--- config.mk ---
export PLATFORM = sky130hd
export DESIGN_NAME = sync_fifo_param_flat
export DESIGN_NICKNAME = d
export VERILOG_FILES = /design/src/rtl/sync_fifo_param_if.sv /design/src/rtl/sync_fifo_param.sv /design/src/flat_wrapper.sv
export SDC_FILE = /design/constraint.sdc
export NUM_CORES = 1
export LEC_CHECK = 0
export ABC_AREA = 1
export ABC_CLOCK_PERIOD_IN_PS = 2200
export BUFFER_PORTS_ARGS = -buffer_cell sky130_fd_sc_hd__clkbuf_2
export CORE_MARGIN = 1
export CORE_UTILIZATION = 33
export DETAILED_ROUTE_END_ITERATION = 12
export PLACE_DENSITY = 0.53
export SLEW_MARGIN = 20
export SYNTH_ARGS = -nofsm -noshare
export SYNTH_HDL_FRONTEND = slang
export SYNTH_SLANG_ARGS = --single-unit
--- constraint.sdc ---
create_clock -name clk -period 2.2 [get_ports clk]
set_input_delay 0.11 -clock clk [delete_from_list [all_inputs] [get_ports clk]]
set_output_delay 0.11 -clock clk [all_outputs]
set_load 0.05 [all_outputs]
--- src/rtl/sync_fifo_param_if.sv ---
// Handshake/data bundle between a FIFO user (master) and sync_fifo_param (slave).
interface sync_fifo_param_if #(
  parameter int WIDTH = 8,
  parameter int DEPTH = 8
);
  localparam int CW = $clog2(DEPTH + 1);

  logic             flush;
  logic             wr;
  logic [WIDTH-1:0] din;
  logic             rd;
  logic             clr_err;
  logic [WIDTH-1:0] dout;
  logic             full;
  logic             empty;
  logic             almost_full;
  logic             almost_empty;
  logic [CW-1:0]    count;
  logic             overflow;
  logic             underflow;

  modport master (
    output flush, wr, din, rd, clr_err,
    input  dout, full, empty, almost_full, almost_empty, count, overflow, underflow
  );

  modport slave (
    input  flush, wr, din, rd, clr_err,
    output dout, full, empty, almost_full, almost_empty, count, overflow, underflow
  );
endinterface

--- src/rtl/sync_fifo_param.sv ---
// Parametrised single-clock FIFO with first-word-fall-through read, occupancy
// count, almost-full/almost-empty thresholds, flush and sticky error flags.
module sync_fifo_param #(
  parameter int WIDTH    = 8,
  parameter int DEPTH    = 8,
  parameter int AF_LEVEL = 6,
  parameter int AE_LEVEL = 1
) (
  input logic              clk,
  input logic              reset,
  sync_fifo_param_if.slave bus
);
  localparam int PW = (DEPTH > 1) ? $clog2(DEPTH) : 1;
  localparam int CW = $clog2(DEPTH + 1);
  localparam logic [PW-1:0] LAST_PTR = PW'(DEPTH - 1);

  logic [WIDTH-1:0] mem_r [DEPTH];
  logic [PW-1:0]    wr_ptr_r, rd_ptr_r, wr_ptr_nxt_s, rd_ptr_nxt_s;
  logic [CW-1:0]    count_r, count_nxt_s;
  logic             overflow_r, underflow_r, overflow_nxt_s, underflow_nxt_s;
  logic             full_s, empty_s, wr_acc_s, rd_acc_s;

  // Pointers wrap at DEPTH-1 so non-power-of-two depths never touch unused slots.
  function automatic logic [PW-1:0] ptr_inc(input logic [PW-1:0] p);
    return (p == LAST_PTR) ? {PW{1'b0}} : p + PW'(1);
  endfunction

  assign full_s  = (count_r == CW'(DEPTH));
  assign empty_s = (count_r == {CW{1'b0}});

  // Accept decisions and next state, all from pre-edge registered state.
  always_comb begin
    wr_acc_s        = 1'b0;
    rd_acc_s        = 1'b0;
    wr_ptr_nxt_s    = wr_ptr_r;
    rd_ptr_nxt_s    = rd_ptr_r;
    count_nxt_s     = count_r;
    overflow_nxt_s  = overflow_r & ~bus.clr_err;
    underflow_nxt_s = underflow_r & ~bus.clr_err;
    if (bus.flush) begin
      wr_ptr_nxt_s = {PW{1'b0}};
      rd_ptr_nxt_s = {PW{1'b0}};
      count_nxt_s  = {CW{1'b0}};
    end else begin
      wr_acc_s        = bus.wr & ~full_s;
      rd_acc_s        = bus.rd & ~empty_s;
      wr_ptr_nxt_s    = wr_acc_s ? ptr_inc(wr_ptr_r) : wr_ptr_r;
      rd_ptr_nxt_s    = rd_acc_s ? ptr_inc(rd_ptr_r) : rd_ptr_r;
      overflow_nxt_s  = overflow_nxt_s | (bus.wr & full_s);
      underflow_nxt_s = underflow_nxt_s | (bus.rd & empty_s);
      case ({wr_acc_s, rd_acc_s})
        2'b10:   count_nxt_s = count_r + CW'(1);
        2'b01:   count_nxt_s = count_r - CW'(1);
        default: count_nxt_s = count_r;
      endcase
    end
  end

  // Control state register with synchronous reset.
  always_ff @(posedge clk) begin
    if (reset) begin
      wr_ptr_r    <= {PW{1'b0}};
      rd_ptr_r    <= {PW{1'b0}};
      count_r     <= {CW{1'b0}};
      overflow_r  <= 1'b0;
      underflow_r <= 1'b0;
    end else begin
      wr_ptr_r    <= wr_ptr_nxt_s;
      rd_ptr_r    <= rd_ptr_nxt_s;
      count_r     <= count_nxt_s;
      overflow_r  <= overflow_nxt_s;
      underflow_r <= underflow_nxt_s;
    end
  end

  // Storage array; contents survive reset and flush.
  always_ff @(posedge clk) begin
    if (wr_acc_s && !reset) begin
      mem_r[wr_ptr_r] <= bus.din;
    end
  end

  assign bus.dout         = empty_s ? {WIDTH{1'b0}} : mem_r[rd_ptr_r];
  assign bus.full         = full_s;
  assign bus.empty        = empty_s;
  assign bus.almost_full  = (count_r >= CW'(AF_LEVEL));
  assign bus.almost_empty = (count_r <= CW'(AE_LEVEL));
  assign bus.count        = count_r;
  assign bus.overflow     = overflow_r;
  assign bus.underflow    = underflow_r;
endmodule

--- src/flat_wrapper.sv ---
// flat-port wrapper written by rule: the top's interface ports become plain ports
module sync_fifo_param_flat 
#(
  parameter int WIDTH    = 8,
  parameter int DEPTH    = 8,
  parameter int AF_LEVEL = 6,
  parameter int AE_LEVEL = 1
)
  (clk, reset, bus_flush, bus_wr, bus_din, bus_rd, bus_clr_err, bus_dout, bus_full, bus_empty, bus_almost_full, bus_almost_empty, bus_count, bus_overflow, bus_underflow);
  sync_fifo_param_if #(.WIDTH(WIDTH), .DEPTH(DEPTH)) bus_i ();
  input logic clk;
  input logic reset;
  input wire logic [$bits(bus_i.flush)-1:0] bus_flush;
  input wire logic [$bits(bus_i.wr)-1:0] bus_wr;
  input wire logic [$bits(bus_i.din)-1:0] bus_din;
  input wire logic [$bits(bus_i.rd)-1:0] bus_rd;
  input wire logic [$bits(bus_i.clr_err)-1:0] bus_clr_err;
  output wire logic [$bits(bus_i.dout)-1:0] bus_dout;
  output wire logic [$bits(bus_i.full)-1:0] bus_full;
  output wire logic [$bits(bus_i.empty)-1:0] bus_empty;
  output wire logic [$bits(bus_i.almost_full)-1:0] bus_almost_full;
  output wire logic [$bits(bus_i.almost_empty)-1:0] bus_almost_empty;
  output wire logic [$bits(bus_i.count)-1:0] bus_count;
  output wire logic [$bits(bus_i.overflow)-1:0] bus_overflow;
  output wire logic [$bits(bus_i.underflow)-1:0] bus_underflow;
  assign bus_i.flush = bus_flush;
  assign bus_i.wr = bus_wr;
  assign bus_i.din = bus_din;
  assign bus_i.rd = bus_rd;
  assign bus_i.clr_err = bus_clr_err;
  assign bus_dout = bus_i.dout;
  assign bus_full = bus_i.full;
  assign bus_empty = bus_i.empty;
  assign bus_almost_full = bus_i.almost_full;
  assign bus_almost_empty = bus_i.almost_empty;
  assign bus_count = bus_i.count;
  assign bus_overflow = bus_i.overflow;
  assign bus_underflow = bus_i.underflow;
  sync_fifo_param #(.WIDTH(WIDTH), .DEPTH(DEPTH), .AF_LEVEL(AF_LEVEL), .AE_LEVEL(AE_LEVEL)) u_core (.clk(clk), .reset(reset), .bus(bus_i));
endmodule
* Word-level counts from Yosys, hierarchy flattened
Memory sizes are Yosys's and may differ from the RTL's. A register that Yosys moved wholly into a read port is not among the register bits.
Index checks and enable logic that the tools add are counted.
W data, S select, Z words.
** Operators by class
- Add/subtract/negate cells :: 4
- $lt $le $gt $ge :: 2
- Equality and inequality tests :: 5
- Mux-type cells :: 11
- Bitwise operators :: 11
- Reduce and logical (&&, ||, !) cells :: 5
** Operators with widths (count)
- $mux W3 :: 4
- $mux W8 :: 1
- $pmux W4 S2 :: 1
- $add A3 B1 Y3 const B :: 2
- $and A1 B1 Y1 :: 6
- $eq A3 B3 Y1 const B :: 2
- $mux W1 :: 5
- $add A4 B1 Y4 const B :: 1
- $eq A4 B4 Y1 const B :: 1
- $ge A4 B3 Y1 const B :: 1
- $le A4 B1 Y1 const B :: 1
- $logic_not A4 Y1 :: 1
- $sub A4 B1 Y4 const B :: 1
- $not A1 Y1 :: 3
- $eq A2 B1 Y1 const B :: 1
- $eq A2 B2 Y1 const B :: 1
- $or A1 B1 Y1 :: 2
- $reduce_bool A2 Y1 :: 1
- $reduce_or A2 Y1 :: 1
- $logic_and A1 B1 Y1 :: 1
- $logic_not A1 Y1 :: 1
** Storage, ports and cells
- Flip-flop bits (word level) :: 12
- Memory bits (writable) :: 64
- Output and inout port bits :: 18
- Logic and storage cells :: 44
- Memories :: 1
** Memory list
- u_core.mem_r :: depth 8, bits a word 8, read ports 1, clocked after Yosys merged registers in 1, write ports 1, RTL line sync_fifo_param.sv:17 : logic [WIDTH-1:0] mem_r [DEPTH];

* Longest topological paths before layout
Gate-level depths: netlist (run 1).
- Depth after elaboration :: 7
- Mapped depth :: 12
- Depth with buffers taken out :: 12

* Least setup slack after synthesis (run 1)
No wires, ideal clock.
- Path type :: register -> register
- Start point :: register u_core.count_r[0], in the netlist u_core.bus.count[0]
- End point :: memory u_core.mem_r[1][0] (enable)
- Library setup time :: 370 ps
- Arrival time :: 1855 ps
- Data required time :: 1830 ps
- Slack :: -26 ps
- Stages on the path, launching flop included :: 8
- Path buffers :: 0
- Cells stage by stage :: dfxtp_1 -> inv_1 -> ha_1 -> nand3_2 -> nand2_2 -> nor2_1 -> nand2_1 -> nor2_1
** Between the ends
- Longest elaborated chain between the ends :: 7
** Ends and longest elaborated chain
- start: declaration :: RTL line sync_fifo_param.sv:19 : logic [CW-1:0] count_r, count_nxt_s;
- start signal: assignment :: RTL line sync_fifo_param.sv:64 : count_r <= {CW{1'b0}};
- start signal: assignment :: RTL line sync_fifo_param.sv:70 : count_r <= count_nxt_s;
- $eq A4 B4 Y1 :: RTL line sync_fifo_param.sv:28 : assign full_s = (count_r == CW'(DEPTH));
- $not A1 Y1 :: RTL line sync_fifo_param.sv:45 : wr_acc_s = bus.wr & ~full_s;
- $and A1 B1 Y1 :: RTL line sync_fifo_param.sv:45
- $mux W1 :: RTL line sync_fifo_param.sv:40 : if (bus.flush) begin
- $logic_and A1 B1 Y1 :: RTL line sync_fifo_param.sv:78 : if (wr_acc_s && !reset) begin
- $mux W1 :: RTL line sync_fifo_param.sv:78
- $mux W1 (not written as such) :: RTL line sync_fifo_param.sv:79 : mem_r[wr_ptr_r] <= bus.din;
- end: declaration :: RTL line sync_fifo_param.sv:17
No other way between the ends.

* Final worst setup path (run 1)
- Start point :: register u_core.count_r[0], in the netlist u_core.bus.count[0]
- End point :: output port bus_dout[2]
** Between the ends
- Longest elaborated chain between the ends :: 2
** Ends and longest elaborated chain
- $logic_not A4 Y1 :: RTL line sync_fifo_param.sv:29 : assign empty_s = (count_r == {CW{1'b0}});
- $mux W8 :: RTL line sync_fifo_param.sv:83 : assign bus.dout = empty_s ? {WIDTH{1'b0}} : mem_r[rd_ptr_r];
- end: declaration :: RTL line flat_wrapper.sv:18 : output wire logic [$bits(bus_i.dout)-1:0] bus_dout;
No other way between the ends.

==> qor.csv, run 1 <==
stage;metric;value;unit
logic_synthesis;yosysMostFrequentCell;nand2_1;
clock_network;root_buffer;clkbuf_8;
worst_hold_path;hold_start;bus_wr;
setup_path;cp.arrival;1.87;ns
logic_synthesis;synthCells;396;
logic_synthesis;yosys-top-cells-area;edfxtp_1 (52%), nand2_1 (9.6%), dfxtp_1 (8.2%);
logic_synthesis;seq_area_frac_synth;60.7;%
timing;finClkSkew;0.0113;ns
logic_synthesis;mappedNetlistArea;3660;µm²
detailed_routing;via_per_inst;4.41;
timing;hold_violations;0;
setup_path;path_cells;inv_1, ha_1, nand2_1, buf_4, nand2_1, nor2_1, clkbuf_4;
clock_network;cts_buffers;9;
clock_network;post-cts-setup-buffer-count;0;
logic_synthesis;synth_cell_types;20;
setup_path;max_stage_delay;0.37;ns
clock_network;clkLatencyLatePin;0.34;ns
timing;maxSlewViolCount;0;
logic_synthesis;ys_warn_count;0;
detailed_routing;drc;0;
clock_network;htree_levels;3;
floorplanning;dieArea;11500;µm²
setup_path;required;2.09;ns
setup_path;critPathMaxFanout;12;
floorplanning;core-area;10800;µm²
placement;port_buffers;31;
global_routing;track_usage;13.7;%
placement;dp_cells;567;
pwr;vdd_ir_drop_max;314;µV
global_routing;overflow;0;
clock_network;cts_tree;done;
layout;nets;461;
detailed_routing;vias;2570;
setup_path;r2r_start;u_core.bus.count[0]$_SDFFE_PP0P_;
clock_network;clkTransAtPathRegs;0.08;ns
placement;gp_congestion;0.772;
timing;rsz0062_at_grt;no;
worst_hold_path;worstHoldPathCells;3;
detailed_routing;final_antenna_net_count;0;
layout;final_cell_area;4200;µm²
pwr;power-per-cell-area;733;nW/µm²
detailed_routing;drt-total-wl;7.17;mm
floorplanning;die_y;107;µm
layout;final_cells;583;
placement;placed_area;3990;µm²
logic_synthesis;synth_top_area_cell;edfxtp_1;
global_routing;grt_max_degree;33;
setup_path;slowest_stage;dfxtp_2;
setup_path;rrSetupSlack;0.37;ns
global_routing;grt_antenna_before_repair;0;
logic_synthesis;synth_ff_type;edfxtp_1;
timing;slew_headroom;66.5;%
floorplanning;core.rowCount;38;
timing;post-route-min-period;1.98;ns
setup_path;timing.rr.end;u_core.bus.count[3]$_SDFFE_PP0P_;
placement;place_hpwl;4.80;mm
layout;drive_above_1_share;16.0;%
setup_path;start_kind;register;
detailed_routing;drt_iter0_markers;123;
layout;antennaDiodeCount;0;
logic_synthesis;synth.top_cell.area_share;52.5;%
setup_path;crit_top_cell;nand2_1;
timing;fin_setup_tns;0;ns
floorplanning;start_util;33.8;%
global_routing;grt_pass1_vias;2427;
layout;syn_to_final_growth;14.6;%
logic_synthesis;syn-num-nets;419;
logic_synthesis;synth-edff-count;64;
logic_synthesis;synth-seq-cells;79;
floorplanning;pin_count;32;
setup_path;endpoint_kind;primary output;
worst_hold_path;hold_path_end;u_core.bus.overflow$_SDFF_PP0_;
clock_network;holdBufCountCts;0;
run;cap_viol_max_count;0;
timing;timing.final.crit_share;89.8;%
setup_path;rr_worst_depth;10;
timing;tightest_slew;0.502;ns
global_routing;grt_pass1_wl;11.6;mm
pwr;p_leak;1.91;nW
logic_synthesis;async_reset_ff_share;0;%
clock_network;cts_num_sinks;79;
detailed_routing;wire_per_inst;12.3;µm
setup_path;crit_type;reg -> out;
placement;place_ws;0.342;ns
timing;fmax;506;MHz
timing;fin_ws;0.224;ns
layout;finalCoreUtilization;38.7;%
timing;finalSetupViolCount;0;
outcome;outcome;completed;
detailed_routing;drt_first_pass_iters;5;
floorplanning;die_width;107;µm
logic_synthesis;synth_common_cells;nand2_1 (94), inv_1 (79), edfxtp_1 (64), nor2_1 (49), nand3_1 (44);
clock_network;cts_buffer_depth;2;
logic_synthesis;syn_area_per_cell;9.25;µm²
worst_hold_path;min_path_type;in -> reg;
[placed cells by master (no fill, tap or decap), types with 3 or more instances in the layout]
cell type and count:
nand2_1 94, nand2_2 6, clkbuf_8 9, clkbuf_2 30, clkbuf_1 3, edfxtp_1 64
nor2_1 49, a21oi_1 4, buf_4 13, ha_1 9, o21ai_0 10, dfxtp_1 13
nand3_1 44, inv_1 79
[report_power, final]
part	internal [W]	switching, W
Clock	0.000637	0.000492
Sequential	0.00163	0.0000119
Combinational	0.0000785	0.000225
Total	0.00235	0.000729
[per-layer routing]
| metal | up-vias | track usage, % | wire, µm | share of wire (%) |
|---|---|---|---|---|
| li1 | 1316 | - | - | - |
| met2 | 58 | 24.2 | 3600 | 50 |
| met5 | - | 0 | 0 | 0 |
| met3 | 10 | 2.72 | 251 | 3.5 |
| met1 | 1186 | 16.1 | 3220 | 45 |
| met4 | 0 | 5.58 | 99 | 1.4 |
[critical path: cells and delay by family (launching register included)]
family	cells	cell delay, ns
adders and majority gates	1	0.24
buffers and inverters	3	0.59
DFF	1	0.37
and+or+nand+nor	3	0.32
[kinds of logic (layout without fill, tap and decap cells)]
kind of cell / Yosys count / count (layout) / synth area share [%]
and+or+nand+nor: 196 / 196 / 22.4
buffers and inverters: 96 / 143 / 11.5
DFF: 79 / 79 / 60.7
AOI/OAI and AO/OA: 15 / 15 / 2.05
adders and majority gates: 9 / 9 / 3.07
xor gates and xnor gates: 1 / 1 / 0.239
[how the worst max path moves through the flow]
| stage | start | to | slack [ns] | depth (start not counted) |
|---|---|---|---|---|
| finish | u_core.bus.count[0]$_SDFFE_PP0P_ | bus_dout[2] | 0.22 | 7 |
| global route | u_core.bus.count[0]$_SDFFE_PP0P_ | bus_dout[2] | 0.08 | 7 |
| CTS | u_core.bus.count[1]$_SDFFE_PP0P_ | bus_dout[2] | 0.05 | 7 |
| detailed placement | u_core.bus.count[1]$_SDFFE_PP0P_ | u_core.bus.count[3]$_SDFFE_PP0P_ | 0.34 | 10 |
| global placement | u_core.bus.count[1]$_SDFFE_PP0P_ | u_core.bus.count[3]$_SDFFE_PP0P_ | 0.38 | 9 |
| floorplan | u_core.bus.count[1]$_SDFFE_PP0P_ | u_core.mem_r[1][0]$_DFFE_PP_ | 0.001 | 7 |
[through the flow]
stage / hold WS (ns) / total power, W
finish: 0.0226 / 0.00307
global route: 0.00838 / 0.00320
CTS: 0.00848 / 0.00310
detailed placement: 0.386 / 0.00198
global placement: 0.387 / 0.00198
floorplan: 0.209 / 0.00189
[sequential cells by signal (all words and copies together), names as in the netlist, named ones only]
| register | flops |
|---|---|
| u_core.bus.count | 4 |
| u_core.rd_ptr_r | 3 |
| u_core.wr_ptr_r | 3 |
| u_core.bus.overflow | 1 |
| u_core.bus.underflow | 1 |
| u_core.mem_r | 64 |
[what timing repair did]
item | CTS | global route
setup endpoints to repair | 0 | 1
hold endpoints to repair | 0 | 0
gates resized for setup | 0 | 3
[final cells by class]
class | instances | area (µm²)
clock buffers | 12 | 135
multi-input cells | 221 | 1020
well taps | 140 | 175
clock inverters | 4 | 70.1
repair buffers | 44 | 255
fillers | 1065 | 6650
flip-flops and latches | 79 | 2220
inverters | 83 | 317
(Power assumes the default switching activity.)
==> run 2: changes to the inputs <==
BUFFER_PORTS_ARGS = -buffer_cell sky130_fd_sc_hd__buf_4   (was -buffer_cell sky130_fd_sc_hd__clkbuf_2)
==> qor.csv, run 2 (synthesis results as in run 1) <==
stage;metric;value;unit;change
clock_network;cts_buffer_depth;2;;unchanged
timing;rsz0062_at_grt;no;;
placement;place_ws;0.314;ns;-0.0276 ns
global_routing;grt_antenna_before_repair;0;;unchanged
run;cap_viol_max_count;0;;unchanged
floorplanning;die_y;107;µm;unchanged
floorplanning;core-area;10800;µm²;unchanged
timing;hold_violations;0;;unchanged
layout;regMostFlops;u_core.mem_r;;
global_routing;track_usage;14.2;%;+0.50 points
detailed_routing;via_per_inst;4.36;;-1.0%
setup_path;required;2.09;ns;about the same
setup_path;start_kind;register;;
clock_network;cts_buffers;9;;unchanged
detailed_routing;drt-total-wl;7.53;mm;+4.9%
pwr;p_leak;1.95;nW;+1.9%
setup_path;path_cells;inv_1, ha_1, nand2_1, buf_4, nand2_1, nor2_1, buf_4;;
layout;antennaDiodeCount;0;;unchanged
timing;fmax;498;MHz;-1.5%
placement;place_hpwl;4.79;mm;-0.28%
floorplanning;core.rowCount;38;;unchanged
layout;drive_above_1_share;16.0;%;-0.063 points
timing;fin_setup_tns;0;ns;unchanged
floorplanning;die_width;107;µm;unchanged
setup_path;slowest_stage;dfxtp_1;;
placement;port_buffers;31;;unchanged
setup_path;critPathMaxFanout;12;;unchanged
clock_network;htree_levels;3;;unchanged
detailed_routing;drc;0;;unchanged
floorplanning;pin_count;32;;unchanged
clock_network;cts_tree;done;;
timing;timing.final.crit_share;91.2;%;+1.4 points
timing;tightest_slew;0.381;ns;-0.120 ns
setup_path;r2r_start;u_core.bus.count[1]$_SDFFE_PP0P_;;
outcome;outcome;completed;;
detailed_routing;drt_first_pass_iters;4;;-1
global_routing;grt_max_degree;33;;unchanged
layout;nets;469;;+1.7%
floorplanning;start_util;33.8;%;unchanged
worst_hold_path;min_path_type;in -> reg;;
clock_network;clkLatencyLatePin;0.35;ns;about the same
detailed_routing;vias;2578;;+0.31%
clock_network;root_buffer;clkbuf_8;;
timing;finClkSkew;0.0108;ns;-0.000455 ns
timing;maxSlewViolCount;0;;unchanged
worst_hold_path;hold_start;bus_din[2];;
layout;final_common_cell;nand2_1;;
detailed_routing;wire_per_inst;12.7;µm;+3.5%
layout;final_cell_mix;nand2_1 (94), inv_1 (79), edfxtp_1 (64);;
global_routing;grt_pass1_wl;12.0;mm;+3.5%
setup_path;max_stage_delay;0.43;ns;+0.06 ns
setup_path;crit_type;reg -> out;;
clock_network;post-cts-setup-buffer-count;0;;unchanged
layout;largest_reg_flops;64;;unchanged
placement;gp_congestion;0.804;;+4.1%
pwr;vdd_ir_drop_max;368;µV;+17%
setup_path;cp.arrival;1.90;ns;+0.03 ns
detailed_routing;final_antenna_net_count;0;;unchanged
timing;finalSetupViolCount;0;;unchanged
layout;nFillCells;1116;;+4.8%
detailed_routing;drt_iter0_markers;114;;-7.3%
clock_network;clkTransAtPathRegs;0.08;ns;about the same
pwr;power-per-cell-area;682;nW/µm²;-6.9%
layout;syn_to_final_growth;17.7;%;
timing;post-route-min-period;2.01;ns;+0.0306 ns
clock_network;cts_num_sinks;79;;unchanged
global_routing;grt_pass1_vias;2468;;+1.7%
floorplanning;dieArea;11500;µm²;unchanged
setup_path;worstSetupStartpoint;u_core.bus.count[1]$_SDFFE_PP0P_;;
global_routing;overflow;0;;unchanged
timing;slew_headroom;74.6;%;+8.1 points
timing;fin_ws;0.193;ns;-0.0306 ns
setup_path;endpoint_kind;primary output;;
==> run 2: final timing paths <==
check	end	slack, ns	depth (start not counted)
max	bus_dout[2]	0.19	7
min	u_core.mem_r[5][2]$_DFFE_PP_	0.02	1
max reg2reg	u_core.bus.count[2]$_SDFFE_PP0P_	0.27	11
min reg2reg	register	0.48	2
==> run 2: where the power goes <==
group / switching, W / total [W] / internal (W) / leakage [nW]
sequential: 0.0000135 / 0.00164 / 0.00163 / 0.699
combinational: 0.000228 / 0.000335 / 0.000108 / 1.16
clock: 0.000548 / 0.000963 / 0.000414 / 0.0847
total: 0.000789 / 0.00294 / 0.00215 / 1.95
==> run 2: routing by layer <==
layer,global-route usage (%),vias up,wire length (µm)
li1,-,1335,-
met5,0,-,0
met2,24.0,31,3650
met4,5.77,0,74
met1,17.4,1206,3590
met3,3.21,6,213
==> run 2: what timing repair did <==
item,4_1_cts,5_1_grt
setup endpoints to repair,0,0
hold buffers,7,0
gates resized for setup,0,0
hold endpoints to repair,56,0
==> run 2: metrics by stage <==
step	total power (W)	instances	instance area, µm²	hold slack (ns)	util, %
global placement	0.00200	568	4070	0.348	37.6
CTS	0.00297	591	4310	0.00162	39.8
global route	0.00307	591	4310	0.000909	39.8
finish	0.00294	591	4310	0.0199	39.8
floorplan	0.00189	396	3660	0.209	-
detailed placement	0.00200	568	4070	0.347	37.6
==> run 2: worst max-delay path: cells and delay by family (launching register included) <==
| kind | cells | cell delay [ns] |
|---|---|---|
| AND/OR/NAND/NOR | 3 | 0.31 |
| buffers and inverters | 3 | 0.57 |
| flip-flops | 1 | 0.43 |
| adder cells (fa/ha/maj) | 1 | 0.23 |
==> run 2: layout make-up <==
| class | count | area (µm²) | area share (%) |
|---|---|---|---|
| inverter | 83 | 317 | 7.34 |
| tap | 140 | 175 | 4.06 |
| timing repair buffer | 52 | 408 | 9.46 |
| clock buffer | 10 | 128 | 2.96 |
| multi-input combinational | 221 | 1020 | 23.6 |
| clock inverter | 6 | 42.5 | 0.987 |
| sequential | 79 | 2220 | 51.6 |
